**config.mk**
```make
export PLATFORM = sky130hd
export DESIGN_NAME = vector_lane_sequencer
export DESIGN_NICKNAME = d
export VERILOG_FILES = /design/src/rtl/vector_lane_sequencer.sv
export SDC_FILE = /design/constraint.sdc
export NUM_CORES = 1
export LEC_CHECK = 0
export CAP_MARGIN = 20
export CORE_MARGIN = 2
export CORE_UTILIZATION = 24
export CTS_BUF_LIST = sky130_fd_sc_hd__clkbuf_8
export DETAILED_ROUTE_END_ITERATION = 12
export PLACE_DENSITY_LB_ADDON = 0.3
export SYNTH_ARGS = -nofsm -noshare
export SYNTH_HDL_FRONTEND = slang
export SYNTH_SLANG_ARGS = --single-unit
```
**constraint.sdc**
```tcl
create_clock -name clock -period 4.4 [get_ports clock]
set_input_delay 0.44 -clock clock [delete_from_list [all_inputs] [get_ports clock]]
set_output_delay 0.44 -clock clock [all_outputs]
set_load 0.01 [all_outputs]
```
**src/rtl/vector_lane_sequencer.sv**
```systemverilog
// Multi-cycle vector execute engine: VECTOR_SIZE elements processed LANES per beat with N/Z/V/C aggregation.
// Optional per-element masking is enabled by defining VEC_SEQ_MASK_EN.
module vector_lane_sequencer #(
   parameter int DATA_WIDTH     = 8,
   parameter int VECTOR_SIZE    = 6,
   parameter int LANES          = 2,
   parameter int ALU_CTRL_WIDTH = 3
) (
   input  logic                              clock,
   input  logic                              reset,
   input  logic                              flush,
   input  logic                              inValid,
   output logic                              inReady,
   input  logic [ALU_CTRL_WIDTH-1:0]         aluControl,
   input  logic                              vectorScalar,
   input  logic [VECTOR_SIZE*DATA_WIDTH-1:0] vectorA,
   input  logic [VECTOR_SIZE*DATA_WIDTH-1:0] vectorB,
   input  logic [DATA_WIDTH-1:0]             scalarB,
`ifdef VEC_SEQ_MASK_EN
   input  logic [VECTOR_SIZE-1:0]            elementMask,
`endif
   output logic                              outValid,
   input  logic                              outReady,
   output logic [VECTOR_SIZE*DATA_WIDTH-1:0] result,
   output logic                              N,
   output logic                              Z,
   output logic                              V,
   output logic                              C,
   output logic                              busy
);

   localparam int VW    = VECTOR_SIZE * DATA_WIDTH;
   localparam int MSB   = DATA_WIDTH - 1;
   localparam int BEATS = (VECTOR_SIZE + LANES - 1) / LANES;
   localparam int BW    = (BEATS > 1) ? $clog2(BEATS) : 1;
   localparam logic [BW-1:0] LAST_BEAT = BW'(BEATS - 1);

   localparam logic [ALU_CTRL_WIDTH-1:0] OP_ADD = ALU_CTRL_WIDTH'(0);
   localparam logic [ALU_CTRL_WIDTH-1:0] OP_SUB = ALU_CTRL_WIDTH'(1);
   localparam logic [ALU_CTRL_WIDTH-1:0] OP_AND = ALU_CTRL_WIDTH'(2);
   localparam logic [ALU_CTRL_WIDTH-1:0] OP_OR  = ALU_CTRL_WIDTH'(3);
   localparam logic [ALU_CTRL_WIDTH-1:0] OP_XOR = ALU_CTRL_WIDTH'(4);
   localparam logic [ALU_CTRL_WIDTH-1:0] OP_MUL = ALU_CTRL_WIDTH'(5);
   localparam logic [ALU_CTRL_WIDTH-1:0] OP_B   = ALU_CTRL_WIDTH'(6);

   typedef enum logic [1:0] {IDLE, RUN, DONE} state_t;

   typedef struct packed {
      logic                  carry;
      logic                  ovf;
      logic [DATA_WIDTH-1:0] value;
   } lane_t;

   state_t                    state, state_next;
   logic [BW-1:0]             beat;
   logic [ALU_CTRL_WIDTH-1:0] op_ctrl;
   logic [VW-1:0]             op_a, op_b;
   logic [VECTOR_SIZE-1:0]    op_mask;
   logic                      n_acc, z_acc, v_acc, c_acc;
   logic                      n_next, z_next, v_next, c_next;
   logic [VW-1:0]             result_next;

   function automatic lane_t alu(input logic [ALU_CTRL_WIDTH-1:0] op,
                                 input logic [DATA_WIDTH-1:0] a,
                                 input logic [DATA_WIDTH-1:0] b);
      lane_t           o;
      logic [DATA_WIDTH:0] wide;
      o    = '0;
      wide = '0;
      case (op)
         OP_ADD: begin
            wide    = {1'b0, a} + {1'b0, b};
            o.value = wide[DATA_WIDTH-1:0];
            o.carry = wide[DATA_WIDTH];
            o.ovf   = (a[MSB] == b[MSB]) && (o.value[MSB] != a[MSB]);
         end
         OP_SUB: begin
            // The extra bit of a zero-extended difference is the borrow.
            wide    = {1'b0, a} - {1'b0, b};
            o.value = wide[DATA_WIDTH-1:0];
            o.carry = wide[DATA_WIDTH];
            o.ovf   = (a[MSB] != b[MSB]) && (o.value[MSB] != a[MSB]);
         end
         OP_AND:  o.value = a & b;
         OP_OR:   o.value = a | b;
         OP_XOR:  o.value = a ^ b;
         OP_MUL:  o.value = a * b;
         OP_B:    o.value = b;
         default: o.value = a;
      endcase
      return o;
   endfunction

`ifndef VEC_SEQ_MASK_EN
   assign op_mask = '1;
`endif

   always_ff @(posedge clock or negedge reset) begin
      if (!reset) state <= IDLE;
      else        state <= state_next;
   end

   // NOTE: every output and next-state value is defaulted first so no path through the case infers a latch.
   always_comb begin
      state_next = state;
      inReady    = 1'b0;
      outValid   = 1'b0;
      busy       = (state != IDLE);
      case (state)
         IDLE: begin
            inReady = 1'b1;
            if (inValid) state_next = RUN;
         end
         RUN:  if (beat == LAST_BEAT) state_next = DONE;
         DONE: begin
            outValid = 1'b1;
            if (outReady) state_next = IDLE;
         end
         default: state_next = IDLE;
      endcase
      if (flush) state_next = IDLE;
   end

   // Looping over real elements only means lanes past VECTOR_SIZE in the last beat never exist.
   always_comb begin
      lane_t elem;
      elem        = '0;
      result_next = result;
      n_next      = n_acc;
      z_next      = z_acc;
      v_next      = v_acc;
      c_next      = c_acc;
      for (int i = 0; i < VECTOR_SIZE; i++) begin
         if (beat == BW'(i / LANES)) begin
            elem = alu(op_ctrl, op_a[i*DATA_WIDTH +: DATA_WIDTH], op_b[i*DATA_WIDTH +: DATA_WIDTH]);
            if (op_mask[i]) begin
               result_next[i*DATA_WIDTH +: DATA_WIDTH] = elem.value;
               n_next = n_next | elem.value[MSB];
               z_next = z_next & (elem.value == '0);
               v_next = v_next | elem.ovf;
               c_next = c_next | elem.carry;
            end else begin
               result_next[i*DATA_WIDTH +: DATA_WIDTH] = op_a[i*DATA_WIDTH +: DATA_WIDTH];
            end
         end
      end
   end

   // NOTE: operand registers are reset too, so nothing from an aborted operation survives a reset.
   always_ff @(posedge clock or negedge reset) begin
      if (!reset) begin
         beat    <= '0;
         op_ctrl <= '0;
         op_a    <= '0;
         op_b    <= '0;
`ifdef VEC_SEQ_MASK_EN
         op_mask <= '0;
`endif
         result  <= '0;
         n_acc   <= 1'b0;
         z_acc   <= 1'b1;
         v_acc   <= 1'b0;
         c_acc   <= 1'b0;
         N       <= 1'b0;
         Z       <= 1'b0;
         V       <= 1'b0;
         C       <= 1'b0;
      end else if (!flush) begin
         if (state == IDLE && inValid) begin
            beat    <= '0;
            op_ctrl <= aluControl;
            op_a    <= vectorA;
            op_b    <= vectorScalar ? {VECTOR_SIZE{scalarB}} : vectorB;
`ifdef VEC_SEQ_MASK_EN
            op_mask <= elementMask;
`endif
            result  <= '0;
            n_acc   <= 1'b0;
            z_acc   <= 1'b1;
            v_acc   <= 1'b0;
            c_acc   <= 1'b0;
         end else if (state == RUN) begin
            result <= result_next;
            n_acc  <= n_next;
            z_acc  <= z_next;
            v_acc  <= v_next;
            c_acc  <= c_next;
            if (beat == LAST_BEAT) begin
               beat <= '0;
               N    <= n_next;
               Z    <= z_next;
               V    <= v_next;
               C    <= c_next;
            end else begin
               beat <= beat + BW'(1);
            end
         end
      end
   end

endmodule
```
# [After elaboration in Yosys (flattened, before gate mapping)]
# Index checks and enable logic that the tools add are counted.
[word_totals] register_bits=159 input_bits=113
[op_classes] addsub=13 multipliers=6 n_eq_ne=37 mux=75 bitwise=44 reduce_logical=34
[ops] op="$pmux 8 s7" n=6
[ops] op="$mux 48" n=3
[ops] op="$mux 8" n=12
[ops] op="$add 8x8->9" n=6
[ops] op="$sub 8x8->9" n=6
[ops] op="$and 8x8->8" n=6
[ops] op="$logic_not 8->1" n=6
[ops] op="$mul 8x8->8" n=6
[ops] op="$or 8x8->8" n=6
[ops] op="$xor 8x8->8" n=6
[ops] op="$mux 1" n=34
[ops] op="$mux 2" n=13
[ops] op="$pmux 2 s2" n=6
[ops] op="$ne 1x1->1" n=18
[ops] op="$or 1x1->1" n=18
[ops] op="$logic_and 1x1->1" n=13
[ops] op="$reduce_and 3->1" n=4
[ops] op="$reduce_bool 2->1" n=5
[ops] op="$eq 3x3->1 const B" n=3
[ops] op="$ne 3x3->1 const B" n=3
[ops] op="$and 1x1->1" n=6
[ops] op="$eq 1x1->1" n=6
[ops] op="$eq 3x2->1 const B" n=2
[ops] op="$pmux 2 s3" n=1
[ops] op="9 further kinds" n=14

# [Depth between registers and ports, before layout]
[logic_depth] word_depth=19 mapped_depth=21 mapped_depth_nobuf=21

# [Worst setup path before layout]
# OpenSTA, ideal clock, no wires.
[synth_timing] path_type="reg-to-reg" start="register op_a[9]" end="register z_acc" setup_time_ps=68 arrival_time_ps=4730 required_ps=4332 slack_ps=-398 stages_incl_launch_ff=19 n_path_buf=0 cell_sequence="dfrtp_1 inv_1 nor2_1 fa_1 inv_1 fa_1 fa_1 fa_1 inv_1 ha_1 a21oi_1 xnor3_1 xnor3_1 o21bai_1 o41ai_1 a211o_1 o2111ai_1 a221o_1 a21oi_2"
[synth_via] elab_chain_cells=16 elab_cells_between_ends=21 classes_between="2 x add/sub; 1 x mul; 9 x mux; 8 x bitwise; 1 x reduce/logical"
[synth_rtl] item="start: declaration" line="57" text="logic [VW-1:0] op_a, op_b;"
[synth_rtl] item="start signal: assignment" line="172" text="op_a <= vectorA;"
[synth_rtl] item="$mul 8x8->8 (tied with other cells)" line="87" text="OP_MUL: o.value = a * b;"
[synth_rtl] item="$pmux 8 s7 (*)" line="70" text="case (op)"
[synth_rtl] item="$mux 8 (*)" line="134" text="if (beat == BW'(i / LANES)) begin"
[synth_rtl] item="$logic_not 8->1 (*)" line="139" text="z_next = z_next & (elem.value == '0);"
[synth_rtl] item="$and 1x1->1 (*)" line="139"
[synth_rtl] item="$mux 1 (*)" line="134"
[synth_rtl] item="$and 1x1->1" line="139"
[synth_rtl] item="$mux 1 (*)" line="134"
[synth_rtl] item="$and 1x1->1" line="139"
[synth_rtl] item="$mux 1 (*)" line="134"
[synth_rtl] item="$and 1x1->1" line="139"
[synth_rtl] item="$mux 1 (*)" line="134"
[synth_rtl] item="$and 1x1->1" line="139"
[synth_rtl] item="$mux 1 (*)" line="134"
[synth_rtl] item="$mux 1 (*)" line="182" text="end else if (state == RUN) begin"
[synth_rtl] item="$mux 1 (*)" line="169" text="if (state == IDLE && inValid) begin"
[synth_rtl] item="end signal: assignment" line="185" text="z_acc <= z_next;"
[synth_rtl] item="end: declaration" line="59" text="logic n_acc, z_acc, v_acc, c_acc;"
# Every way passes the cells marked *; elsewhere a longest branch is shown, timed or not. The select of a mux whose other input is x is not followed.
# A chain may end at the register's enable or synchronous reset.

# [Worst setup path after layout]
[layout_timing] start="register op_b[27]" end="register z_acc"
[layout_via] elab_chain_cells=12 elab_cells_between_ends=17 classes_between="2 x add/sub; 1 x mul; 7 x mux; 6 x bitwise; 1 x reduce/logical"
[layout_rtl] item="start: declaration" line="57"
[layout_rtl] item="start signal: assignment" line="173" text="op_b <= vectorScalar ? {VECTOR_SIZE{scalarB}} : vectorB;"
[layout_rtl] item="$mul 8x8->8 (tied with other cells)" line="87"
[layout_rtl] item="$pmux 8 s7 (*)" line="70"
[layout_rtl] item="$mux 8 (*)" line="134"
[layout_rtl] item="$logic_not 8->1 (*)" line="139"
[layout_rtl] item="$and 1x1->1 (*)" line="139"
[layout_rtl] item="$mux 1 (*)" line="134"
[layout_rtl] item="$and 1x1->1" line="139"
[layout_rtl] item="$mux 1 (*)" line="134"
[layout_rtl] item="$and 1x1->1" line="139"
[layout_rtl] item="$mux 1 (*)" line="134"
[layout_rtl] item="$mux 1 (*)" line="182"
[layout_rtl] item="$mux 1 (*)" line="169"
# Marked as above.

==> metrics.cfg <==
[run_status]
status = finished, violations left
violations = setup timing

[clock_network]
insertion_delay_ns = 0.60
cts_root_buf = clkbuf_8
cts.htree.levels = 4
cts_made_buffers = 17
cts.sinks = 159
tritoncts = done
clk_pin_slew_ns = 0.12
clock_path_buffers = 2

[setup_path]
worst-path-max-fanout = 4
required_ns = 4.94
r2r_start = op_b[27]
cp-start-kind = flip-flop
crit_start = op_b[27]
path_class = flip-flop to flip-flop
critPathCaptureType = flip-flop
worstPathArrival_ns = 5.39

[final_layout]
fin_cells = 3793
nets = 3176
fin_area_um2 = 24700
drive_gt1_frac = 0.189
final_cell_mix = buf_4, nand2_1, ha_1
area_growth_syn_to_layout_pct = 31.1
layout_commonest_cell = buf_4

[logic_synthesis]
synth_top_cell_by_area = dfrtp_1
synth_seq_cells = 159
synthFlopType = dfrtp_1
yosysSeqAreaShare = 0.211
synth_top_area_frac = 0.210
avgSynthCellArea_um2 = 8.03
syn_inst = 2348
synth_enable_flop_cells = 0
synthTopCellsByArea = dfrtp_1, ha_1, fa_1
ys_async_sr_fraction = 1.00
syn_area_um2 = 18800
syn_nets = 2785
yosys.cell_types.count = 78
yosysWarnings = 0

[placement]
post-dp-hpwl_mm = 63.2
post-place-cells = 3740
gp_congestion = 0.925
placed_area_um2 = 23900
dp_slack_ns = -0.556
port_buffers = 167

[routing]
detail_route.iter0.violations = 1395
vias = 18400
wl_mm = 79.6
ant_nets = 0
wl_per_cell_um = 21.0
viasPerCell = 4.85
drc = 0
drt-pass1-iter-count = 5

[die]
fp.coreArea_um2 = 77600
die_area_um2 = 80800
rows = 102
ios = 168
die_y_um = 284
start_util = 0.243
fp.dieW_um = 284

[timing]
setup_viol = 4
worst_clock_skew_ns = 0.0241
finalCritPeriodShare = 1.10
period_needed_ns = 4.85
hold_violations = 0
worst_slack_ns = -0.446
slew_headroom = 0.308
rsz0062_at_grt = yes
report.final.slew_viol_count = 0
fmax_ghz = 0.206
tightest_slew_ns = 1.03

[grt]
grt_usage = 0.195
grt_max_degree = 94
antenna_found_initial = 7
grt_pass1_wl_mm = 118
grt_pass1_vias = 18200
gr-total-overflow = 0

[power]
p_per_area_nw_per_um2 = 684
p_leak_nw = 11.4
power.total_w = 0.0169
ir_drop_mv = 0.328

[min_path]
min_from = vectorA[22]
hold_class = input pin to flip-flop

[job]
maxCapViolCount = 0

[critical path, cell delays in order (launching register included)]
cell and delay [ns]:
dfrtp_1 0.42, ha_2 0.21, inv_2 0.05, fa_1 0.50
inv_2 0.06, ha_4 0.26, inv_2 0.03, fa_1 0.50
fa_1 0.52, inv_2 0.05, ha_4 0.21, a21oi_2 0.14
xnor3_1 0.22, xnor3_1 0.29, o21ai_1 0.09, o32a_1 0.40
o21ai_2 0.19, o2111ai_2 0.18, a221o_1 0.33, a21oi_2 0.15
[final cells by class]
type                            count  area [um^2]
Antenna cell                        1         2.50
Clock buffer                       17          234
Clock inverter                     15          176
Fill cell                        8402        52900
Inverter                          256          968
Multi-Input combinational cell   1802        13800
Sequential cell                   159         4000
Tap cell                         1040         1300
Timing Repair Buffer              503         4260
[registers in the layout (all words and copies together), names as in the netlist]
register	flops
V	1
v_acc	1
state	2
beat	2
n_acc	1
op_ctrl	3
result	48
N	1
z_acc	1
op_a	48
op_b	48
C	1
Z	1
c_acc	1
[path summary, 6_finish.rpt]
check,endpoint,slack (ns),cells past startpoint
setup / recovery,z_acc,-0.45,19
hold reg to reg,N,0.49,2
min in group asynchronous,op_a[44],0.51,2
hold / removal,op_a[22],0.39,3
setup reg to reg,z_acc,-0.45,19
max in group asynchronous,op_b[19],2.78,3
[cell usage after synthesis, types with 10 or more instances]
cell type,count
a21oi_1,186
o31ai_1,25
a31oi_1,11
o21ai_0,204
o22ai_1,20
nor2_1,220
xor2_1,23
and2_1,13
dfrtp_1,158
nand3_1,54
ha_1,240
nand4_1,10
a221oi_1,30
and3_1,17
a21o_1,34
inv_1,243
xnor3_1,13
buf_1,18
nor2b_1,16
xnor2_1,94
fa_1,84
buf_2,28
nor3_1,26
mux2i_1,34
o21bai_1,20
clkbuf_1,82
clkinv_1,11
o221ai_1,17
a22oi_1,13
nand2_1,255
a221o_1,15
[report_power, final]
part	switching (W)	leakage, nW	total, W	internal [W]
sequential	0.000483	2.04	0.00239	0.00191
combinational	0.00733	9.16	0.0133	0.00595
clock	0.000796	0.196	0.00122	0.000426
[timing repair]
item | in CTS | in global routing
pin swaps | 15 | 44
gates resized for setup | 19 | 68
buffers inserted | 10 | 16
endpoints found under the setup margin | 7 | 13
endpoints found under the hold margin | 55 | 0
hold buffers | 1 | 0
[kinds of logic (layout without fill, tap and decap cells)]
logic type | after synthesis | after routing | share of synthesized area
AO/OA/AOI/OAI | 647 | 647 | 0.214
XOR/XNOR | 130 | 130 | 0.0699
adder cells (fa/ha/maj) | 324 | 324 | 0.249
buffers and inverters | 387 | 791 | 0.0795
flip-flops | 159 | 159 | 0.211
multiplexers | 42 | 42 | 0.0246
other | 0 | 1 | 0
AND/OR/NAND/NOR | 659 | 659 | 0.152
[per-layer routing]
metal  part of all wire  track usage  routed length [um]  vias to the layer above
met1               0.47        0.274               37500                     8833
met5            0.00031            0                  25                        -
met4              0.028       0.0616                2260                        4
met2               0.43        0.298               34300                      623
met3              0.069       0.0399                5520                      112
li1                   -            -                   -                     8842
[metrics by stage]
step | utilization | hold WS, ns | TNS (ns)
after floorplan | - | 0.144 | -0.0534
after global placement | 0.308 | 0.466 | -2.13
after detailed placement | 0.308 | 0.465 | -2.38
after CTS | 0.315 | 0.333 | -1.94
after global routing | 0.318 | 0.369 | -2.40
final | 0.318 | 0.389 | -1.60
No activity file was read; power rests on OpenSTA's default activity.
